**config.mk**
```make
export PLATFORM = sky130hd
export DESIGN_NAME = coffee_brew_seq
export DESIGN_NICKNAME = d
export VERILOG_FILES = /design/src/rtl/coffee_brew_seq.sv
export SDC_FILE = /design/constraint.sdc
export NUM_CORES = 1
export LEC_CHECK = 0
export CORE_ASPECT_RATIO = 0.75
export CORE_MARGIN = 4
export CORE_UTILIZATION = 26
export DETAILED_ROUTE_END_ITERATION = 12
export PLACE_DENSITY = 0.42
export SLEW_MARGIN = 25
export SYNTH_ARGS = -nofsm -noshare
export SYNTH_HDL_FRONTEND = slang
export SYNTH_SLANG_ARGS = --single-unit
```
**constraint.sdc**
```tcl
create_clock -name clk -period 4.2 [get_ports clk]
set_input_delay 1.05 -clock clk [delete_from_list [all_inputs] [get_ports clk]]
set_output_delay 1.05 -clock clk [all_outputs]
set_load 0.005 [all_outputs]
```
**src/rtl/coffee_brew_seq.sv**
```systemverilog
// ============================================================================
// coffee_brew_seq
// ----------------------------------------------------------------------------
// Brew sequencer sitting after the coffee selection FSM. A one-cycle drink
// select pulse starts a recipe; the sequencer then steps through timed phases
// (grind, water, milk, foam) and drives one actuator per phase. busy is high
// for the whole drink and done pulses for one cycle when the cup is finished.
//
// Parameters:
//   GRIND_CYC, WATER_CYC, MILK_CYC, FOAM_CYC : phase lengths in clk cycles (>=1)
//   CNT_W                                   : phase timer width
//
// Ports:
//   clk          in   clock
//   rst          in   asynchronous, active-high reset
//   start_expr   in   one-cycle pulse: brew espresso
//   start_latte  in   one-cycle pulse: brew latte
//   start_capp   in   one-cycle pulse: brew cappuccino
//   abort        in   level: cancel the drink in progress
//   grinder      out  grinder motor enable
//   water_valve  out  hot-water valve enable
//   milk_pump    out  milk pump enable
//   foamer       out  steam/foam enable
//   busy         out  high whenever the sequencer is not idle
//   done         out  one-cycle pulse, drink complete
//   cup_cnt      out  completed-drink count
//
// Configuration macro:
//   COFFEE_CUP_CNT_EN  defined   : cup_cnt counts done pulses, saturating at 8'hFF
//                      undefined : cup_cnt is tied to 8'h00
// ============================================================================
module coffee_brew_seq #(
  parameter int GRIND_CYC = 4,
  parameter int WATER_CYC = 6,
  parameter int MILK_CYC  = 5,
  parameter int FOAM_CYC  = 3,
  parameter int CNT_W     = 8
) (
  input  logic       clk,
  input  logic       rst,
  input  logic       start_expr,
  input  logic       start_latte,
  input  logic       start_capp,
  input  logic       abort,
  output logic       grinder,
  output logic       water_valve,
  output logic       milk_pump,
  output logic       foamer,
  output logic       busy,
  output logic       done,
  output logic [7:0] cup_cnt
);

  typedef enum logic [2:0] {
    IDLE  = 3'd0,
    GRIND = 3'd1,
    WATER = 3'd2,
    MILK  = 3'd3,
    FOAM  = 3'd4,
    DONE  = 3'd5
  } state_t;

  localparam logic [1:0] REC_NONE  = 2'd0;
  localparam logic [1:0] REC_EXPR  = 2'd1;
  localparam logic [1:0] REC_LATTE = 2'd2;
  localparam logic [1:0] REC_CAPP  = 2'd3;

  localparam logic [CNT_W-1:0] GRIND_LAST = CNT_W'(GRIND_CYC - 1);
  localparam logic [CNT_W-1:0] WATER_LAST = CNT_W'(WATER_CYC - 1);
  localparam logic [CNT_W-1:0] MILK_LAST  = CNT_W'(MILK_CYC - 1);
  localparam logic [CNT_W-1:0] FOAM_LAST  = CNT_W'(FOAM_CYC - 1);

  state_t           state;
  state_t           state_nxt;
  logic [CNT_W-1:0] timer;
  logic [CNT_W-1:0] timer_nxt;
  logic [1:0]       recipe;
  logic [1:0]       recipe_nxt;

  // Next-state logic. The timer runs freely inside a phase and is cleared
  // whenever the state changes, so a phase lasts exactly <PHASE>_CYC cycles.
  // abort is checked before the phase-end test so it always wins, and only
  // the four actuator phases look at it; IDLE and DONE ignore it.
  always_comb begin
    state_nxt  = state;
    timer_nxt  = timer + CNT_W'(1);
    recipe_nxt = recipe;
    case (state)
      IDLE: begin
        timer_nxt = '0;
        if (start_capp) begin
          state_nxt  = GRIND;
          recipe_nxt = REC_CAPP;
        end else if (start_latte) begin
          state_nxt  = GRIND;
          recipe_nxt = REC_LATTE;
        end else if (start_expr) begin
          state_nxt  = GRIND;
          recipe_nxt = REC_EXPR;
        end
      end
      GRIND: begin
        if (abort) begin
          state_nxt = IDLE;
          timer_nxt = '0;
        end else if (timer == GRIND_LAST) begin
          state_nxt = WATER;
          timer_nxt = '0;
        end
      end
      WATER: begin
        if (abort) begin
          state_nxt = IDLE;
          timer_nxt = '0;
        end else if (timer == WATER_LAST) begin
          state_nxt = (recipe == REC_EXPR) ? DONE : MILK;
          timer_nxt = '0;
        end
      end
      MILK: begin
        if (abort) begin
          state_nxt = IDLE;
          timer_nxt = '0;
        end else if (timer == MILK_LAST) begin
          state_nxt = (recipe == REC_LATTE) ? DONE : FOAM;
          timer_nxt = '0;
        end
      end
      FOAM: begin
        if (abort) begin
          state_nxt = IDLE;
          timer_nxt = '0;
        end else if (timer == FOAM_LAST) begin
          state_nxt = DONE;
          timer_nxt = '0;
        end
      end
      DONE: begin
        state_nxt = IDLE;
        timer_nxt = '0;
      end
      default: begin
        state_nxt  = IDLE;
        timer_nxt  = '0;
        recipe_nxt = REC_NONE;
      end
    endcase
  end

  // State, timer and recipe registers. The outputs are registered alongside
  // them by decoding the next state, so each output is a pure function of the
  // state register with no combinational path from any input.
  always_ff @(posedge clk or posedge rst) begin
    if (rst) begin
      state       <= IDLE;
      timer       <= '0;
      recipe      <= REC_NONE;
      grinder     <= 1'b0;
      water_valve <= 1'b0;
      milk_pump   <= 1'b0;
      foamer      <= 1'b0;
      busy        <= 1'b0;
      done        <= 1'b0;
    end else begin
      state       <= state_nxt;
      timer       <= timer_nxt;
      recipe      <= recipe_nxt;
      grinder     <= (state_nxt == GRIND);
      water_valve <= (state_nxt == WATER);
      milk_pump   <= (state_nxt == MILK);
      foamer      <= (state_nxt == FOAM);
      busy        <= (state_nxt != IDLE);
      done        <= (state_nxt == DONE);
    end
  end

`ifdef COFFEE_CUP_CNT_EN
  logic [7:0] cup_cnt_q;

  // Completed-cup counter, stepped by the done pulse and held at 8'hFF once
  // full rather than wrapping back to zero.
  always_ff @(posedge clk or posedge rst) begin
    if (rst) begin
      cup_cnt_q <= 8'h00;
    end else if (done && (cup_cnt_q != 8'hFF)) begin
      cup_cnt_q <= cup_cnt_q + 8'h01;
    end
  end

  assign cup_cnt = cup_cnt_q;
`else
  assign cup_cnt = 8'h00;
`endif

endmodule

```
==> summary.txt, run 1 <==
CP Capture Type: flop
Critical Path RT: 4380 ps
vias in the first global route: 872
library cells used by synthesis: 53
most common cell in the synthesized netlist: dfrtp_1
post-synthesis async set-or-reset flop share: 100%
TritonCTS buffer count: 3
DRC: 0
Hold Path Stages: 1
slew at the pin closest to its max-slew limit: 758 ps
Worst setup SP type: input pin
Synth Cell Area: 0.00126 mm²
post-synthesis cell count: 129
outcome: finished clean
filler cell count in the final layout: 492
Setup TNS Final: 0 ps
H-tree depth: 1
clock-pin transition on the worst setup and hold timing paths: 70 ps
WL final: 2.71 mm
clock sinks: 19
crit share post-route: 63.6%
area grow syn2layout: 11.5%
Final ANT Viol Nets: 0
crit-path cells: clkdlybuf4s50_1, or3b_1, o31a_1, o22a_1, a21oi_1
Pins Over Slew Limit: 0
Ant. Diodes: 0
RD Place Congestion: 0.783
final hold viol count: 0
Worst path slowest cell: clkdlybuf4s50_1
routed vias: 950
dpl hpwl: 2.04 mm
vias per std cell: 4.97
Fmax: 0.375 GHz
Nets: 145
die area: 0.00603 mm²
synthesis-stage register bit count: 19
endpoints failing setup: 0
Max Clock Skew: 1.63 ps
total power: 0.542 mW
Crit path max-delay family: compound AO/OA/AOI/OAI gates
CTS max path bufs: 2
Global Route Usage Sum: 9.61%
CP arrival: 2850 ps
Root Buffer: clkbuf_8
sequential area share after synthesis: 37.8%
first-pass GRT wire length: 4.44 mm
maximum vdd drop: 164 µV
CTS tree: done
# resized after CTS: 0
largest net degree at the start of global routing: 20
RSZ-0062 raised after global routing: no
predominant post-synthesis flop cell: dfrtp_1
Max-slew headroom: 49.4%
Port Buffers: 11
Max Cap Viol: 0
Synth top cells by count: dfrtp_1 (19), a21oi_1 (10), buf_4 (9), nor2_1 (9), inv_1 (6)
area of the core: 0.00457 mm²
Synth Area per Inst: 9.76 µm²
share of cells above drive strength 1: 9.70%
post-CTS setup buffer count: 0
total gr overflow: 0
DR WL/cell: 14.2 µm
PwrDens: 386 mW/mm²
initial DRC count: 97
Placement Rows: 21
CP max FO: 11
sum of buffers and inverters on the critical path: 1
die width: 88.3 µm
depth of the most critical reg-to-reg path: 5
initial antenna violation count: 0
yosys warns: 0
cell taking the most area after synthesis: dfrtp_1
Levels on crit path: 5
static leakage: 0.565 nW
number of synthesized flops with an enable pin: 0
fin crit period: 2670 ps
CP Class: in -> reg
Synth top area share: 37.8%
Initial Util: 27.5%
# hold bufs at CTS: 0
DRT Pass-1 Iters: 4
Clock Latency Late Sink: 260 ps
Area contributors post-synth: dfrtp_1 (38%), buf_4 (5.4%), a21oi_1 (4.0%), ha_1 (4.0%), xnor2_1 (2.8%)
die height: 68.3 µm
num ports: 20
largest stage delay on the critical path: 600 ps
hold crit path type: reg -> reg
cells by family (layout without fill, tap and decap cells):
| logic type | after synthesis | count (layout) | share of synthesized area (%) |
|---|---|---|---|
| and+or+nand+nor | 44 | 44 | 23.6 |
| AOI/OAI and AO/OA | 30 | 30 | 18.2 |
| buffers and inverters | 23 | 21 | 10.4 |
| DFF | 19 | 19 | 37.8 |
| xor gates and xnor gates | 7 | 7 | 4.87 |
| adders and majority gates | 4 | 4 | 3.98 |
| other | 1 | 8 | 0.298 |
| muxes | 1 | 1 | 0.895 |
cell type report:
cell class	instances	area, µm²	share of cell area (%)
tap	57	71.3	5.08
multi-input combinational	94	678	48.3
clock inverter	1	5.00	0.357
sequential	19	475	33.9
inverter	6	22.5	1.60
clock buffer	3	41.3	2.94
timing repair buffer	11	110	7.84
power by group:
| group | internal (mW) | leakage (nW) | switching [mW] | total [mW] |
|---|---|---|---|---|
| sequential | 0.211 | 0.249 | 0.0376 | 0.248 |
| clock | 0.0660 | 0.0255 | 0.0641 | 0.130 |
| combinational | 0.0796 | 0.290 | 0.0840 | 0.164 |
| total | 0.356 | 0.565 | 0.186 | 0.542 |
cell usage in the layout, fill, tap and decap left out, drive strengths merged, types with 3 or more instances in the layout:
| cell | instances |
|---|---|
| ha | 4 |
| nor2 | 10 |
| nand2 | 5 |
| nand3 | 3 |
| xor2 | 3 |
| xnor2 | 4 |
| inv | 6 |
| or3b | 3 |
| a21oi | 10 |
| clkbuf | 3 |
| nor4 | 3 |
| nor3 | 3 |
| o31a | 3 |
| clkdlybuf4s50 | 11 |
| conb | 8 |
| dfrtp | 19 |
| nand4b | 3 |
final timing paths:
check                      startpoint        to  slack, ps
min in group asynchronous         rst      busy       1220
hold / removal               timer[0]  timer[0]        560
setup / recovery                abort  timer[3]       1530
setup reg to reg             timer[0]   grinder       2130
max in group asynchronous         rst  timer[3]       2500
hold reg to reg              timer[0]  timer[0]        560
flip-flops by register name (all words and copies together), names as in the netlist:
signal and cells:
timer 8, grinder 1, done 1, state 3, foamer 1, water_valve 1
busy 1, recipe 2, milk_pump 1
routing by layer:
layer  vias up  GRT usage, %  share of wire [%]
met2        22          13.7                 42
met5         -             0                  0
met3         2          3.97                6.4
li1        463             -                  -
met4         0          1.70               0.48
met1       463          13.6                 51
per-stage QoR:
step | setup slack (ps) | std cells | util (%) | area (µm²) | hold WS (ps)
2_1_floorplan | 2070 | 136 | - | 1280 | 483
3_3_place_gp | 1330 | 187 | 29.7 | 1360 | 523
3_5_place_dp | 1270 | 187 | 29.7 | 1360 | 546
4_1_cts | 1540 | 191 | 30.7 | 1400 | 559
5_1_grt | 1480 | 191 | 30.7 | 1400 | 599
6_report | 1530 | 191 | 30.7 | 1400 | 557
No activity file was read; power rests on OpenSTA's default activity.
==> run 2, diff against run 1 <==
clock period = 2.6 ns   (was 4.2 ns; I/O delays follow)
==> run 2 against run 1 <==
Design area up 0.53%. Global-route usage down 0.14 points. Clock skew up 1.9 ps. Setup slack worse by 1000 ps. Wire length up 1.1%. Register-to-register slack worse by 1600 ps. Clock power up 64%. Via count down 1.1%. Largest cell class unchanged. Largest power group unchanged. Highest routed layer unchanged.
==> summary.txt, run 2 (same netlist as run 1, synthesis figures left out) <==
Fmax: 0.481 GHz
clock-pin transition on the worst setup and hold timing paths: 80 ps (was 70 ps)
static leakage: 0.570 nW (was 0.565 nW)
largest register by flop count: timer (unchanged)
area grow syn2layout: 12.1% (was 11.5%)
total gr overflow: 0 (unchanged)
crit-path cells: ha_1, or3b_2, a211oi_2, o32a_1, o2111ai_1 (was clkdlybuf4s50_1, or3b_1, o31a_1, o22a_1, a21oi_1)
crit share post-route: 79.9%
maximum vdd drop: 252 µV (was 164 µV)
CP max FO: 6 (was 11)
die area: 0.00603 mm² (unchanged)
die width: 88.3 µm (unchanged)
clock sinks: 19 (unchanged)
area of the core: 0.00457 mm² (unchanged)
DR WL/cell: 14.3 µm (was 14.2 µm)
filler cell count in the final layout: 491 (was 492)
initial DRC count: 50 (was 97)
# hold bufs at CTS: 0 (unchanged)
most frequent cells in the layout: dfrtp_1 (19), clkdlybuf4s50_1 (11), a21oi_1 (10) (unchanged)
Pins Over Slew Limit: 0 (unchanged)
Hold WS: 556 ps (was 557 ps)
DRC: 0 (unchanged)
CP arrival: 2190 ps (was 2850 ps)
vias per std cell: 4.90 (was 4.97)
share of cells above drive strength 1: 10.4% (was 9.70%)
RD Place Congestion: 0.761 (was 0.783)
post-CTS setup buffer count: 0 (unchanged)
Root Buffer: clkbuf_8 (unchanged)
hold crit path type: reg -> reg (unchanged)
num ports: 20 (unchanged)
DRT Pass-1 Iters: 4 (unchanged)
Ant. Diodes: 0 (unchanged)
Setup TNS Final: 0 ps (unchanged)
dpl hpwl: 2.03 mm (was 2.04 mm)
Worst setup SP type: flop (was input pin)
largest net degree at the start of global routing: 20 (unchanged)
die height: 68.3 µm (unchanged)
outcome: finished clean (unchanged)
Max Clock Skew: 3.57 ps (was 1.63 ps)
largest stage delay on the critical path: 490 ps (was 600 ps)
Largest register FFs: 8 (unchanged)
endpoints failing setup: 0 (unchanged)
most common cell after layout, fill and taps aside: dfrtp_1 (unchanged)
WL final: 2.74 mm (was 2.71 mm)
first-pass GRT wire length: 4.22 mm (was 4.44 mm)
Max Cap Viol: 0 (unchanged)
Placement Rows: 21 (unchanged)
Clock Latency Late Sink: 260 ps (about the same)
CP Capture Type: flop (unchanged)
Port Buffers: 11 (unchanged)
fin crit period: 2080 ps
CTS tree: done (unchanged)
Nets: 146 (was 145)
Final Util: 30.9% (was 30.7%)
total power: 0.885 mW (was 0.542 mW)
slew at the pin closest to its max-slew limit: 758 ps (about the same)
top flop regs: timer x8, state x3, recipe x2 (unchanged)
PwrDens: 627 mW/mm² (was 386 mW/mm²)
CP Class: reg -> reg (was in -> reg)
Max-slew headroom: 49.4% (about the same)
RSZ-0062 raised after global routing: no (unchanged)
Final ANT Viol Nets: 0 (unchanged)
Initial Util: 27.5% (unchanged)
Global Route Usage Sum: 9.47% (was 9.61%)
routed vias: 940 (was 950)
Critical Path RT: 2710 ps (was 4380 ps)
final hold viol count: 0 (unchanged)
vias in the first global route: 825 (was 872)
initial antenna violation count: 0 (unchanged)
CTS max path bufs: 2 (unchanged)
Worst path slowest cell: or3b_2 (was clkdlybuf4s50_1)
H-tree depth: 1 (unchanged)
TritonCTS buffer count: 3 (unchanged)
# resized after CTS: 0 (unchanged)
run 2: cell types whose count changed in the layout (fill, tap and decap cells not counted), sizes merged:
cell / before / now
buf: 0 / 1
run 2: cell type report:
type / count / area (µm²) / share of cell area, %
multi-input cells: 94 / 678 / 48.0
flip-flops and latches: 19 / 475 / 33.7
repair buffers: 12 / 118 / 8.33
well taps: 57 / 71.3 / 5.05
clock buffers: 3 / 41.3 / 2.93
inverters: 6 / 22.5 / 1.60
clock inverters: 1 / 5.00 / 0.355
run 2: where the power goes:
group | internal [mW] | switching [mW]
Sequential | 0.340 | 0.0653
Combinational | 0.130 | 0.137
Clock | 0.107 | 0.106
run 2: metrics by stage:
stage | worst slack (ps) | std cells | instance area, µm²
after global placement | 342 | 188 | 1370
after detailed placement | 260 | 188 | 1370
after CTS | 523 | 192 | 1410
final | 521 | 192 | 1410
after floorplan | 784 | 136 | 1280
after global routing | 447 | 192 | 1410
run 2: layer usage:
metal	part of all wire (%)	track usage (%)
met1	54	13.8
met2	39	12.8
met3	5.6	3.49
met4	0.91	2.83
met5	0	0
run 2: critical path, delay by kind of cell (launching register included):
kind | cells | cell delay (ps)
fa+ha+maj | 1 | 260
compound gates | 3 | 740
simple gates | 1 | 490
flops | 1 | 450
run 2: path summary, 6_finish.rpt:
kind | depth (start not counted) | slack [ps] | endpoint | startpoint
max | 5 | 520 | busy | timer[0]
min | 1 | 560 | timer[0] | timer[0]
max reg2reg | 5 | 520 | busy | timer[0]
min reg2reg | 1 | 560 | timer[0] | timer[0]
max in group asynchronous | 2 | 1300 | timer[1] | rst
min in group asynchronous | 2 | 820 | milk_pump | rst
==> run 3, diff against run 2 <==
PLACE_DENSITY = 0.43   (was 0.42)
clock period = 1.7 ns   (was 2.6 ns; I/O delays follow)
==> run 3 against run 2 <==
The flow now finishes with violations (negative setup slack). Sequential share of layout area decreased by 6.4 points. Cell count increased by 16%. First-iteration DRC count is 54% higher. Utilization up 7.5 points. Non-clock buffer count increased by 30. Sequential power rose by 46%. Clock-buffer cell count stayed put. Worst hold slack got worse by 60 ps. Die area did not move. Clock skew fell by 2.7 ps. Flip-flop and latch count did not move. Global-route usage grew 1.8 points. Highest routed layer unchanged.
==> summary.txt, run 3 (same netlist as run 1, synthesis figures left out) <==
outcome: finished, violations left (was finished clean)
failing checks: negative setup slack
PwrDens: 875 mW/mm² (was 627 mW/mm²)
# hold bufs at CTS: 0 (unchanged)
die height: 68.3 µm (unchanged)
maximum vdd drop: 350 µV (was 252 µV)
Max Clock Skew: 0.909 ps (was 3.57 ps)
crit-path cells: or4_4, buf_12, o31a_1, nor2_1, o2111ai_2 (was ha_1, or3b_2, a211oi_2, o32a_1, o2111ai_1)
DRT Pass-1 Iters: 4 (unchanged)
fin crit period: 1820 ps (was 2080 ps)
RSZ-0062 raised after global routing: yes (was no)
Setup TNS Final: -882 ps (was 0 ps)
most common cell after layout, fill and taps aside: buf_4 (was dfrtp_1)
die area: 0.00603 mm² (unchanged)
Placement Rows: 21 (unchanged)
initial DRC count: 77 (was 50)
Critical Path RT: 1820 ps (was 2710 ps)
final hold viol count: 0 (unchanged)
Root Buffer: clkbuf_8 (unchanged)
Reg power frac: 38.6% (was 45.8%)
area of the core: 0.00457 mm² (unchanged)
Port Buffers: 11 (unchanged)
depth of the most critical reg-to-reg path: 5 (unchanged)
CTS max path bufs: 2 (unchanged)
clock sinks: 19 (unchanged)
placed cell count: 213 (was 188)
hold crit path type: in -> async (was reg -> reg)
area grow syn2layout: 39.5% (was 12.1%)
RR Endpoint: busy (unchanged)
Pins Over Slew Limit: 0 (unchanged)
num ports: 20 (unchanged)
share of cells above drive strength 1: 39.4% (was 10.4%)
Nets: 176 (was 146)
Final Non-Filler Cells: 222 (was 192)
WL final: 3.14 mm (was 2.74 mm)
TritonCTS buffer count: 3 (unchanged)
clock network power share: 22.1% (was 24.0%)
CP arrival: 1950 ps (was 2190 ps)
endpoints failing setup: 12 (was 0)
Worst setup SP type: flop (unchanged)
switch share: 35.2% (was 34.9%)
Sw Pwr: 0.541 mW (was 0.309 mW)
slew at the pin closest to its max-slew limit: 513 ps (was 758 ps)
clock-pin transition on the worst setup and hold timing paths: 80 ps (about the same)
Hold WS: 496 ps (was 556 ps)
Final Util: 38.4% (was 30.9%)
Largest register FFs: 8 (unchanged)
Max-slew headroom: 65.8% (was 49.4%)
Worst R2R Start: timer[4] (was timer[0])
Worst path slowest cell: or4_4 (was or3b_2)
die width: 88.3 µm (unchanged)
largest stage delay on the critical path: 560 ps (was 490 ps)
DR WL/cell: 14.2 µm (was 14.3 µm)
initial antenna violation count: 0 (unchanged)
filler cell count in the final layout: 457 (was 491)
total power: 1.54 mW (was 0.885 mW)
Cell Int Power: 0.995 mW (was 0.576 mW)
vias per std cell: 4.87 (was 4.90)
CP Class: reg -> reg (unchanged)
total gr overflow: 0 (unchanged)
Max Cap Viol: 0 (unchanged)
CP Capture Type: flop (unchanged)
static leakage: 0.733 nW (was 0.570 nW)
CP max FO: 5 (was 6)
routed vias: 1082 (was 940)
RD Place Congestion: 0.747 (was 0.761)
largest net degree at the start of global routing: 20 (unchanged)
Final WS setup: -122 ps (was 521 ps)
Fmax: 0.549 GHz (was 0.481 GHz)
Initial Util: 27.5% (unchanged)
DRC: 0 (unchanged)
first-pass GRT wire length: 5.20 mm (was 4.22 mm)
Ant. Diodes: 0 (unchanged)
crit share post-route: 107% (was 79.9%)
Final ANT Viol Nets: 0 (unchanged)
most frequent cells in the layout: buf_4 (29), dfrtp_1 (16), clkdlybuf4s50_1 (11) (was dfrtp_1 (19), clkdlybuf4s50_1 (11), a21oi_1 (10))
CTS tree: done (unchanged)
H-tree depth: 1 (unchanged)
dpl hpwl: 2.34 mm (was 2.03 mm)
Clock Latency Late Sink: 260 ps (about the same)
Gate power share: 39.3% (was 30.2%)
top flop regs: timer x8, state x3, recipe x2 (unchanged)
vias in the first global route: 1062 (was 825)
flop-to-flop setup slack: -120 ps (was 520 ps)
Global Route Usage Sum: 11.3% (was 9.47%)
largest register by flop count: timer (unchanged)
[run 3: per-stage QoR]
step	worst slack, ps	instance area (µm²)
6_report	-122	1760
5_1_grt	-207	1760
4_1_cts	-107	1660
3_5_place_dp	-337	1570
3_3_place_gp	-295	1570
2_1_floorplan	-20.5	1300
[run 3: repair_timing]
action,CTS,global route
endpoints found under the hold margin,0,0
pin swaps,12,9
endpoints found under the setup margin,12,12
buffers inserted,2,3
gates resized for setup,8,15
[run 3: layout make-up]
| cell class | count | area (µm²) | area share, % |
|---|---|---|---|
| Timing Repair Buffer | 42 | 359 | 20.5 |
| Inverter | 6 | 22.5 | 1.28 |
| Clock buffer | 3 | 41.3 | 2.35 |
| Multi-Input combinational cell | 94 | 777 | 44.3 |
| Sequential cell | 19 | 479 | 27.3 |
| Clock inverter | 1 | 5.00 | 0.285 |
| Tap cell | 57 | 71.3 | 4.06 |
[run 3: worst max path at each step]
stage              from           to
2_1_floorplan  timer[5]  water_valve
3_3_place_gp      abort  water_valve
3_5_place_dp      abort     timer[1]
4_1_cts        timer[0]         busy
5_1_grt        timer[1]       foamer
6_report       timer[4]         busy
[run 3: layer usage]
metal	track usage [%]	vias up	wire length [µm]
met2	17.5	33	1410
met1	15.5	524	1510
met3	3.61	2	203
met5	0	-	0
li1	-	523	-
met4	1.89	0	18
[run 3: critical path, delay by kind of cell, from the launching register on]
family	cells	cell delay (ps)
and+or+nand+nor	2	740
AOI/OAI and AO/OA	2	410
DFF	1	380
buffers and inverters	1	150
[run 3: power groups by stage]
stage	registers (mW)	logic [mW]	clock network [mW]
floorplan	0.572	0.328	0
finish	0.593	0.604	0.339
global placement	0.600	0.510	0
global route	0.602	0.669	0.373
detailed placement	0.599	0.521	0
CTS	0.593	0.557	0.343
